### src/rtl/division_launcher_if.sv
// Operand, divider-core and result signals of the division launcher, bundled for one port.
// slave is the launcher's view; master is the upstream/core/downstream view.
interface division_launcher_if #(
  parameter int DW = 4
);
  logic          in_valid;
  logic          in_ready;
  logic [DW-1:0] in_dividend;
  logic [DW-1:0] in_divisor;

  logic          div_start;
  logic [DW-1:0] div_dividend;
  logic [DW-1:0] div_divisor;
  logic          div_ready;
  logic [DW-1:0] div_quotient;
  logic [DW-1:0] div_remainder;

  logic          out_valid;
  logic          out_ready;
  logic [DW-1:0] out_quotient;
  logic [DW-1:0] out_remainder;
  logic          out_dbz;
  logic          out_timeout;

  modport slave (
    input  in_valid, in_dividend, in_divisor,
    output in_ready,
    output div_start, div_dividend, div_divisor,
    input  div_ready, div_quotient, div_remainder,
    output out_valid, out_quotient, out_remainder, out_dbz, out_timeout,
    input  out_ready
  );

  modport master (
    output in_valid, in_dividend, in_divisor,
    input  in_ready,
    input  div_start, div_dividend, div_divisor,
    output div_ready, div_quotient, div_remainder,
    input  out_valid, out_quotient, out_remainder, out_dbz, out_timeout,
    output out_ready
  );
endinterface

### src/rtl/division_launcher.sv
// Valid/ready wrapper around the iterative divider: 2 cycles plus core latency; result held until out_ready.
// Define DIVISION_LAUNCHER_DBZ_EN to answer zero divisors locally (quotient all ones, dbz flag) without starting the core.
module division_launcher #(
  parameter int DW         = 4,
  parameter int MAX_CYCLES = 2*DW+4
) (
  input  logic              clk,
  input  logic              rst,
  division_launcher_if.slave bus
);

  localparam int CW = $clog2(MAX_CYCLES+1);

  typedef enum logic [1:0] {IDLE, LAUNCH, BUSY, HOLD} state_t;

  state_t        state;
  state_t        state_nxt;
  logic [CW-1:0] wd_cnt;
  logic          seen_low;
  logic [DW-1:0] dividend_q;
  logic [DW-1:0] divisor_q;
  logic [DW-1:0] quotient_q;
  logic [DW-1:0] remainder_q;
  logic          timeout_q;
  logic          accept;
  logic          done;
  logic          expire;
  logic          zero_div;
  logic          in_ready_c;
  logic          div_start_c;
  logic          out_valid_c;

  assign accept = bus.in_valid & in_ready_c;
  // seen_low guards against a ready level left over from the previous operation
  assign done   = (state == BUSY) & bus.div_ready & seen_low;
  assign expire = (state == BUSY) & ~done & (wd_cnt == CW'(MAX_CYCLES-1));

`ifdef DIVISION_LAUNCHER_DBZ_EN
  logic dbz_q;
  assign zero_div    = (bus.in_divisor == '0);
  assign bus.out_dbz = dbz_q;

  always_ff @(posedge clk or posedge rst) begin
    if (rst)
      dbz_q <= 1'b0;
    else if (accept)
      dbz_q <= zero_div;
  end
`else
  assign zero_div    = 1'b0;
  assign bus.out_dbz = 1'b0;
`endif

  always_ff @(posedge clk or posedge rst) begin
    if (rst)
      state <= IDLE;
    else
      state <= state_nxt;
  end

  always_comb begin
    state_nxt = state;
    case (state)
      IDLE:    if (accept) state_nxt = zero_div ? HOLD : LAUNCH;
      LAUNCH:  state_nxt = BUSY;
      BUSY:    if (done || expire) state_nxt = HOLD;
      HOLD:    if (bus.out_ready) state_nxt = IDLE;
      default: state_nxt = IDLE;
    endcase
  end

  always_comb begin
    in_ready_c  = 1'b0;
    div_start_c = 1'b0;
    out_valid_c = 1'b0;
    case (state)
      IDLE:    in_ready_c  = 1'b1;
      LAUNCH:  div_start_c = 1'b1;
      HOLD:    out_valid_c = 1'b1;
      default: ;
    endcase
  end

  always_ff @(posedge clk or posedge rst) begin
    if (rst) begin
      dividend_q  <= '0;
      divisor_q   <= '0;
      quotient_q  <= '0;
      remainder_q <= '0;
      timeout_q   <= 1'b0;
      wd_cnt      <= '0;
      seen_low    <= 1'b0;
    end else begin
      if (accept) begin
        dividend_q <= bus.in_dividend;
        divisor_q  <= bus.in_divisor;
        timeout_q  <= 1'b0;
        if (zero_div) begin
          quotient_q  <= '1;
          remainder_q <= bus.in_dividend;
        end
      end
      if (state == LAUNCH) begin
        wd_cnt   <= '0;
        seen_low <= 1'b0;
      end
      if (state == BUSY) begin
        wd_cnt <= wd_cnt + CW'(1);
        if (!bus.div_ready)
          seen_low <= 1'b1;
        // completion takes priority over a watchdog expiring on the same edge
        if (done) begin
          quotient_q  <= bus.div_quotient;
          remainder_q <= bus.div_remainder;
        end else if (expire) begin
          quotient_q  <= '0;
          remainder_q <= '0;
          timeout_q   <= 1'b1;
        end
      end
    end
  end

  assign bus.in_ready      = in_ready_c;
  assign bus.div_start     = div_start_c;
  assign bus.div_dividend  = dividend_q;
  assign bus.div_divisor   = divisor_q;
  assign bus.out_valid     = out_valid_c;
  assign bus.out_quotient  = quotient_q;
  assign bus.out_remainder = remainder_q;
  assign bus.out_timeout   = timeout_q;

endmodule

### src/flat_wrapper.sv
// flat-port wrapper written by rule: the top's interface ports become plain ports
module division_launcher_flat 
#(
  parameter int DW         = 4,
  parameter int MAX_CYCLES = 2*DW+4
)
  (clk, rst, bus_in_valid, bus_in_dividend, bus_in_divisor, bus_in_ready, bus_div_start, bus_div_dividend, bus_div_divisor, bus_div_ready, bus_div_quotient, bus_div_remainder, bus_out_valid, bus_out_quotient, bus_out_remainder, bus_out_dbz, bus_out_timeout, bus_out_ready);
  division_launcher_if #(.DW(DW)) bus_i ();
  input  logic clk;
  input  logic rst;
  input wire logic [$bits(bus_i.in_valid)-1:0] bus_in_valid;
  input wire logic [$bits(bus_i.in_dividend)-1:0] bus_in_dividend;
  input wire logic [$bits(bus_i.in_divisor)-1:0] bus_in_divisor;
  output wire logic [$bits(bus_i.in_ready)-1:0] bus_in_ready;
  output wire logic [$bits(bus_i.div_start)-1:0] bus_div_start;
  output wire logic [$bits(bus_i.div_dividend)-1:0] bus_div_dividend;
  output wire logic [$bits(bus_i.div_divisor)-1:0] bus_div_divisor;
  input wire logic [$bits(bus_i.div_ready)-1:0] bus_div_ready;
  input wire logic [$bits(bus_i.div_quotient)-1:0] bus_div_quotient;
  input wire logic [$bits(bus_i.div_remainder)-1:0] bus_div_remainder;
  output wire logic [$bits(bus_i.out_valid)-1:0] bus_out_valid;
  output wire logic [$bits(bus_i.out_quotient)-1:0] bus_out_quotient;
  output wire logic [$bits(bus_i.out_remainder)-1:0] bus_out_remainder;
  output wire logic [$bits(bus_i.out_dbz)-1:0] bus_out_dbz;
  output wire logic [$bits(bus_i.out_timeout)-1:0] bus_out_timeout;
  input wire logic [$bits(bus_i.out_ready)-1:0] bus_out_ready;
  assign bus_i.in_valid = bus_in_valid;
  assign bus_i.in_dividend = bus_in_dividend;
  assign bus_i.in_divisor = bus_in_divisor;
  assign bus_in_ready = bus_i.in_ready;
  assign bus_div_start = bus_i.div_start;
  assign bus_div_dividend = bus_i.div_dividend;
  assign bus_div_divisor = bus_i.div_divisor;
  assign bus_i.div_ready = bus_div_ready;
  assign bus_i.div_quotient = bus_div_quotient;
  assign bus_i.div_remainder = bus_div_remainder;
  assign bus_out_valid = bus_i.out_valid;
  assign bus_out_quotient = bus_i.out_quotient;
  assign bus_out_remainder = bus_i.out_remainder;
  assign bus_out_dbz = bus_i.out_dbz;
  assign bus_out_timeout = bus_i.out_timeout;
  assign bus_i.out_ready = bus_out_ready;
  division_launcher #(.DW(DW), .MAX_CYCLES(MAX_CYCLES)) u_core (.clk(clk), .rst(rst), .bus(bus_i));
endmodule
### config.mk
export PLATFORM = sky130hd
export DESIGN_NAME = division_launcher_flat
export DESIGN_NICKNAME = d
export VERILOG_FILES = /design/src/rtl/division_launcher_if.sv /design/src/rtl/division_launcher.sv /design/src/flat_wrapper.sv
export SDC_FILE = /design/constraint.sdc
export NUM_CORES = 1
export LEC_CHECK = 0
export CORE_ASPECT_RATIO = 0.6
export CORE_MARGIN = 1
export CORE_UTILIZATION = 47
export CTS_BUF_LIST = sky130_fd_sc_hd__clkbuf_4
export CTS_CLUSTER_SIZE = 20
export DETAILED_ROUTE_END_ITERATION = 6
export PLACE_DENSITY = 0.94
export REMOVE_ABC_BUFFERS = 1
export SLEW_MARGIN = 20
export SYNTH_ARGS = -nofsm -noshare
export SYNTH_HDL_FRONTEND = slang
export SYNTH_SLANG_ARGS = --single-unit
### constraint.sdc
create_clock -name clk -period 2.55 [get_ports clk]
set_input_delay 0.51 -clock clk [delete_from_list [all_inputs] [get_ports clk]]
set_output_delay 0.51 -clock clk [all_outputs]
set_load 0.05 [all_outputs]
==> metrics.cfg, run 1 <==
[run_status]
status = finished clean

[setup_path]
cpPeakStageDelay_ns = 0.81
r2r_end = u_core.bus.out_remainder[0]$_DFFE_PP0P_
worst_setup_path_start_kind = register
required_ns = 2.04
cp-end-kind = primary output
arrival_ns = 1.86
startpoint = u_core.state[0]$_DFFE_PP0P_
r2r_setup_slack_ns = 0.95
critical_path.slowest_cell = clkdlybuf4s50_1
crit_type = reg2out
path_cells = inv_1, ha_1, clkdlybuf4s50_1
rr_worst_depth = 5
cp-endpoint = bus_in_ready
worstPathMaxFanout = 4
r2r_start = u_core.state[0]$_DFFE_PP0P_

[synthesis]
synthTopCellsByArea = dfrtp_1 (57%), mux2_2 (8.6%), a22o_1 (6.7%)
yosysWarnings = 0
yosysSeqAreaShare_pct = 57.3
synth_area_um2 = 1050
yosysTopAreaCellShare_pct = 57.3
ys_ff_latch = 24
syn_area_per_cell_um2 = 12.9
yosysUniqueCellTypes = 26
yosysTopAreaCell = dfrtp_1
netlist_instances = 81

[grt]
grt_start_max_net_pins = 25
antenna_found_initial = 0
overflow = 0
grt_pass1_wl_um = 3820
grt_pass1_vias = 768
grt.total_usage_pct = 22.9

[route]
initialDrtViolationCount = 20
routed_wl_um = 2430
drc_errors = 0
dr.pass1.iters = 4
ant_nets = 0
via_count = 771
viasPerCell = 5.07
post_drt_wl_per_cell_um = 16.0

[worst_hold_path]
hp-class = in2async

[sta]
finalClockSkew_ns = 0.00554
fin_crit_sh_pct = 93.1
finalSetupViolations = 0
slew_headroom_pct = 65.3
worst_pin_slew_ns = 0.519
finalCriticalPeriod_ns = 2.37
rsz0062_at_grt = no
slew_violations = 0
fmax_mhz = 421
worst_slack_ns = 0.176
finalSetupTns_ns = 0
finalHoldViolations = 0

[power]
powerDensity_nw_per_um2 = 1400
p_leak_nw = 0.694
ir_worst_vdd_v = 0.000919

[floorplan]
io_pins = 42
initial_core_util_pct = 53.2
die_area_um2 = 2430
fp.dieH_um = 38.6
die_w_um = 62.9
core_area_um2 = 1970
num_rows = 12

[placed_design]
pre_cts_ws_ns = 0.528
hpwlAfterDp_um = 1920
place.gp.congestion = 0.742
port_buffers = 40

[cells_and_area]
final_nets = 151
final_common_cell = clkdlybuf4s50_1
drive_above_1_share_pct = 12.9
layout_common_cells = clkdlybuf4s50_1 (40), dfrtp_1 (24), a22o_1 (8), mux2_2 (8), inv_1 (7)
layout-area-overhead-vs-synth_pct = 43.6
insertedDiodeCount = 0

[cts]
cts_setup_buffers = 0
clock_latency_ns = 0.31
clk_pin_slew_ns = 0.13
cts_tree = yes
hold_buffers = 0
h-tree-depth = 1
clock-sinks = 24
cts_max_path_buffers = 2
cts-root-buf = clkbuf_4
post_cts_resized = 0
numCtsBuffers = 3

[run]
maxCapViolations = 0

power by group:
part	switching, mW	leakage (nW)	internal, mW
clock	0.109	0.0154	0.0573
sequential	0.101	0.300	0.540
combinational	0.812	0.379	0.485
total	1.02	0.694	1.08
logic make-up (layout without fill, tap and decap cells):
group | Yosys count | in the layout | share of synthesized area [%]
AOI/OAI and AO/OA | 19 | 19 | 14.8
and+or+nand+nor | 13 | 13 | 7.77
muxes | 9 | 9 | 9.68
adders and majority gates | 5 | 5 | 5.97
DFF | 24 | 24 | 57.3
buffers and inverters | 10 | 53 | 4.06
other | 1 | 1 | 0.358
state kept, by name, indices dropped and copies added (netlist names):
name / count
u_core.bus.div_dividend: 4
u_core.bus.div_divisor: 4
u_core.bus.out_quotient: 4
u_core.bus.out_remainder: 4
u_core.bus.out_timeout: 1
u_core.seen_low: 1
u_core.state: 2
u_core.wd_cnt: 4
synthesized netlist by cell type:
library cell and number:
mux2_1 1, o2bb2ai_1 1, o32a_1 1, nand2b_1 1
nand2_1 3, mux2_2 8, a21o_1 1, o21ai_0 4
nand3b_4 1, ha_1 5, a311oi_2 1, buf_4 1
buf_2 1, nor2_1 1, conb_1 1, nor2_2 1
inv_1 7, a32o_1 1, nand3_1 3, dfrtp_1 24
inv_2 1, a22o_1 8, or3_1 1, o22ai_1 1
nor2b_1 2, a21boi_0 1
per-layer routing:
metal,wire (um),vias to the layer above,share of wire (%),GRT usage [%]
met5,0,-,0,0
met4,0,0,0,1.74
met3,194,0,8.0,7.14
met2,1240,39,51,45.4
met1,1000,358,41,25.7
li1,-,374,-,-
worst max-delay path: cells and delay by family, from the launching register on:
family / cells / cell delay, ns
buf+inv: 2 / 0.90
fa+ha+maj: 1 / 0.21
flops: 1 / 0.43
stage by stage:
stage	instances	total power, mW	instance area [um^2]	hold WS (ns)	util [%]
final	152	2.11	1500	0.516	76.5
after floorplan	79	1.53	1030	0.486	-
after global placement	148	1.90	1480	0.480	75.1
after global routing	152	2.22	1500	0.527	76.5
after detailed placement	148	1.95	1480	0.487	75.1
after CTS	152	2.12	1500	0.521	76.5
final cells by class:
| class | instances | area [um^2] |
|---|---|---|
| Tap cell | 28 | 35.0 |
| Inverter | 8 | 30.0 |
| Fill cell | 140 | 463 |
| Clock buffer | 3 | 22.5 |
| Multi-Input combinational cell | 47 | 404 |
| Sequential cell | 24 | 601 |
| Clock inverter | 1 | 3.75 |
| Timing Repair Buffer | 41 | 408 |
how the worst min path moves through the flow:
stage,startpoint,endpoint,slack (ns),cells past startpoint
floorplan,u_core.seen_low$_DFF_PP0_,u_core.seen_low$_DFF_PP0_,0.49,2
global placement,u_core.bus.out_timeout$_DFF_PP0_,u_core.bus.out_timeout$_DFF_PP0_,0.48,1
detailed placement,u_core.bus.out_quotient[2]$_DFFE_PP0P_,u_core.bus.out_quotient[2]$_DFFE_PP0P_,0.49,1
CTS,rst,u_core.wd_cnt[0]$_DFFE_PP0P_,0.52,3
global route,u_core.bus.out_timeout$_DFF_PP0_,u_core.bus.out_timeout$_DFF_PP0_,0.53,1
finish,rst,u_core.bus.div_dividend[3]$_DFFE_PP0P_,0.52,3
(Power assumes the default switching activity.)
==> run 2, diff against run 1 <==
==> constraint.sdc (replaced) <==
create_clock -name clk -period 3 [get_ports clk]
set_input_delay 0.6 -clock clk [delete_from_list [all_inputs] [get_ports clk]]
set_output_delay 0.6 -clock clk [all_outputs]
set_load 0.05 [all_outputs]
==> run 2 against run 1 <==
Compared with the run above: setup slack improved by 0.34 ns; sequential power is 15% lower; sequential cell count stayed put; largest power group unchanged; highest routed layer is now met4.
==> metrics.cfg, run 2 (same netlist as run 1, synthesis figures left out) <==
[run_status]
status = finished clean

[route]
routed_wl_um = 2500  ; +2.7%
drc_errors = 0  ; unchanged
ant_nets = 0  ; unchanged
via_count = 820  ; +6.4%
initialDrtViolationCount = 32  ; +60%
viasPerCell = 5.43  ; +7.1%
post_drt_wl_per_cell_um = 16.5  ; +3.4%
dr.pass1.iters = 4  ; unchanged

[floorplan]
core_area_um2 = 1970  ; unchanged
num_rows = 12  ; unchanged
initial_core_util_pct = 53.2  ; unchanged
fp.dieH_um = 38.6  ; unchanged
die_area_um2 = 2430  ; unchanged
io_pins = 42  ; unchanged
die_w_um = 62.9  ; unchanged

[cells_and_area]
layout_common_cells = clkdlybuf4s50_1 (40), dfrtp_1 (24), a22o_1 (8), mux2_2 (8), inv_1 (7)
insertedDiodeCount = 0  ; unchanged
stdcell_count = 151  ; -0.66%
final_common_cell = clkdlybuf4s50_1
final_nets = 150  ; -0.66%
drive_above_1_share_pct = 12.2  ; -0.71 points
layout-area-overhead-vs-synth_pct = 42.9

[placed_design]
place.gp.congestion = 0.742  ; about the same
dp.cells = 147  ; -0.68%
hpwlAfterDp_um = 1900  ; -1.1%
port_buffers = 40  ; unchanged
pre_cts_ws_ns = 0.858  ; +0.329 ns

[cts]
clock_latency_ns = 0.30  ; about the same
post_cts_resized = 0  ; unchanged
cts_tree = yes
h-tree-depth = 1  ; unchanged
clk_pin_slew_ns = 0.12  ; about the same
cts_setup_buffers = 0  ; unchanged
numCtsBuffers = 3  ; unchanged
clock-sinks = 24  ; unchanged
hold_buffers = 0  ; unchanged
cts_max_path_buffers = 2  ; unchanged
cts-root-buf = clkbuf_4

[setup_path]
arrival_ns = 1.89  ; +0.03 ns
worstPathMaxFanout = 4  ; unchanged
path_cells = inv_1, ha_1, clkdlybuf4s50_1
required_ns = 2.40  ; +0.36 ns
critPathBufInv = 2  ; unchanged
crit_family = buffers and inverters
crit_type = reg2out
worst_setup_path_start_kind = register
cpPeakStageDelay_ns = 0.82  ; about the same
cp-end-kind = primary output
critical_path.slowest_cell = clkdlybuf4s50_1

[sta]
rsz0062_at_grt = no
slew_headroom_pct = 38.3  ; -27 points
worst_slack_ns = 0.513  ; +0.337 ns
slew_violations = 0  ; unchanged
finalSetupViolations = 0  ; unchanged
finalCriticalPeriod_ns = 2.49
worst_pin_slew_ns = 0.925  ; +0.406 ns
fin_crit_sh_pct = 82.9
finalClockSkew_ns = 0.00365  ; -0.00189 ns
finalHoldViolations = 0  ; unchanged
fmax_mhz = 402
finalSetupTns_ns = 0  ; unchanged

[power]
ir_worst_vdd_v = 0.000603  ; -34%
p_leak_nw = 0.689  ; -0.69%
powerDensity_nw_per_um2 = 1200  ; -14%

[run]
maxCapViolations = 0  ; unchanged

[grt]
grt_pass1_wl_um = 4080  ; +6.7%
grt.total_usage_pct = 24.1  ; +1.2 points
antenna_found_initial = 0  ; unchanged
overflow = 0  ; unchanged
grt_pass1_vias = 815  ; +6.1%
grt_start_max_net_pins = 25  ; unchanged

[worst_hold_path]
hp-class = reg2reg

-- run 2: stage by stage --
stage          util, %  hold slack (ns)  area, um^2  total power, mW
5_1_grt           76.1            0.527        1500             1.89
4_1_cts           76.1            0.518        1500             1.80
2_1_floorplan        -            0.486        1030             1.30
6_report          76.1            0.514        1500             1.79
3_5_place_dp      74.7            0.481        1470             1.66
3_3_place_gp      74.7            0.480        1470             1.61
-- run 2: worst paths after layout --
check,from,to,slack [ns],cells past startpoint
min in group asynchronous,rst,u_core.bus.div_dividend[3]$_DFFE_PP0P_,0.79,2
worst min register to register,u_core.bus.out_quotient[1]$_DFFE_PP0P_,u_core.bus.out_quotient[1]$_DFFE_PP0P_,0.51,1
worst max register to register,u_core.state[0]$_DFFE_PP0P_,u_core.bus.out_remainder[3]$_DFFE_PP0P_,1.39,5
worst min-delay path,u_core.bus.out_quotient[1]$_DFFE_PP0P_,u_core.bus.out_quotient[1]$_DFFE_PP0P_,0.51,1
worst max-delay path,u_core.state[0]$_DFFE_PP0P_,bus_in_ready,0.51,3
max in group asynchronous,rst,u_core.bus.out_remainder[3]$_DFFE_PP0P_,1.65,2
-- run 2: where the power goes --
| part | internal [mW] | switching, mW | total (mW) |
|---|---|---|---|
| Combinational | 0.411 | 0.699 | 1.11 |
| Clock | 0.0485 | 0.0899 | 0.138 |
| Sequential | 0.459 | 0.0848 | 0.544 |
-- run 2: worst reg2reg max path, cell delays in order, from the launching register on --
cell,delay (ns)
dfrtp_1,0.43
inv_1,0.10
ha_1,0.35
inv_2,0.11
nor2_2,0.34
a22o_1,0.22
-- run 2: routing by layer --
metal	vias up	GRT usage, %	routed length (um)
met1	408	29.5	1050
met4	0	1.74	8
met5	-	0	0
met3	2	7.14	194
met2	42	44.9	1250
li1	368	-	-
-- run 2: cell type report --
| class | instances | area (um^2) |
|---|---|---|
| fillers | 141 | 470 |
| clock inverters | 1 | 3.75 |
| repair buffers | 40 | 400 |
| multi-input cells | 47 | 404 |
| well taps | 28 | 35.0 |
| flip-flops and latches | 24 | 601 |
| clock buffers | 3 | 22.5 |
| inverters | 8 | 30.0 |
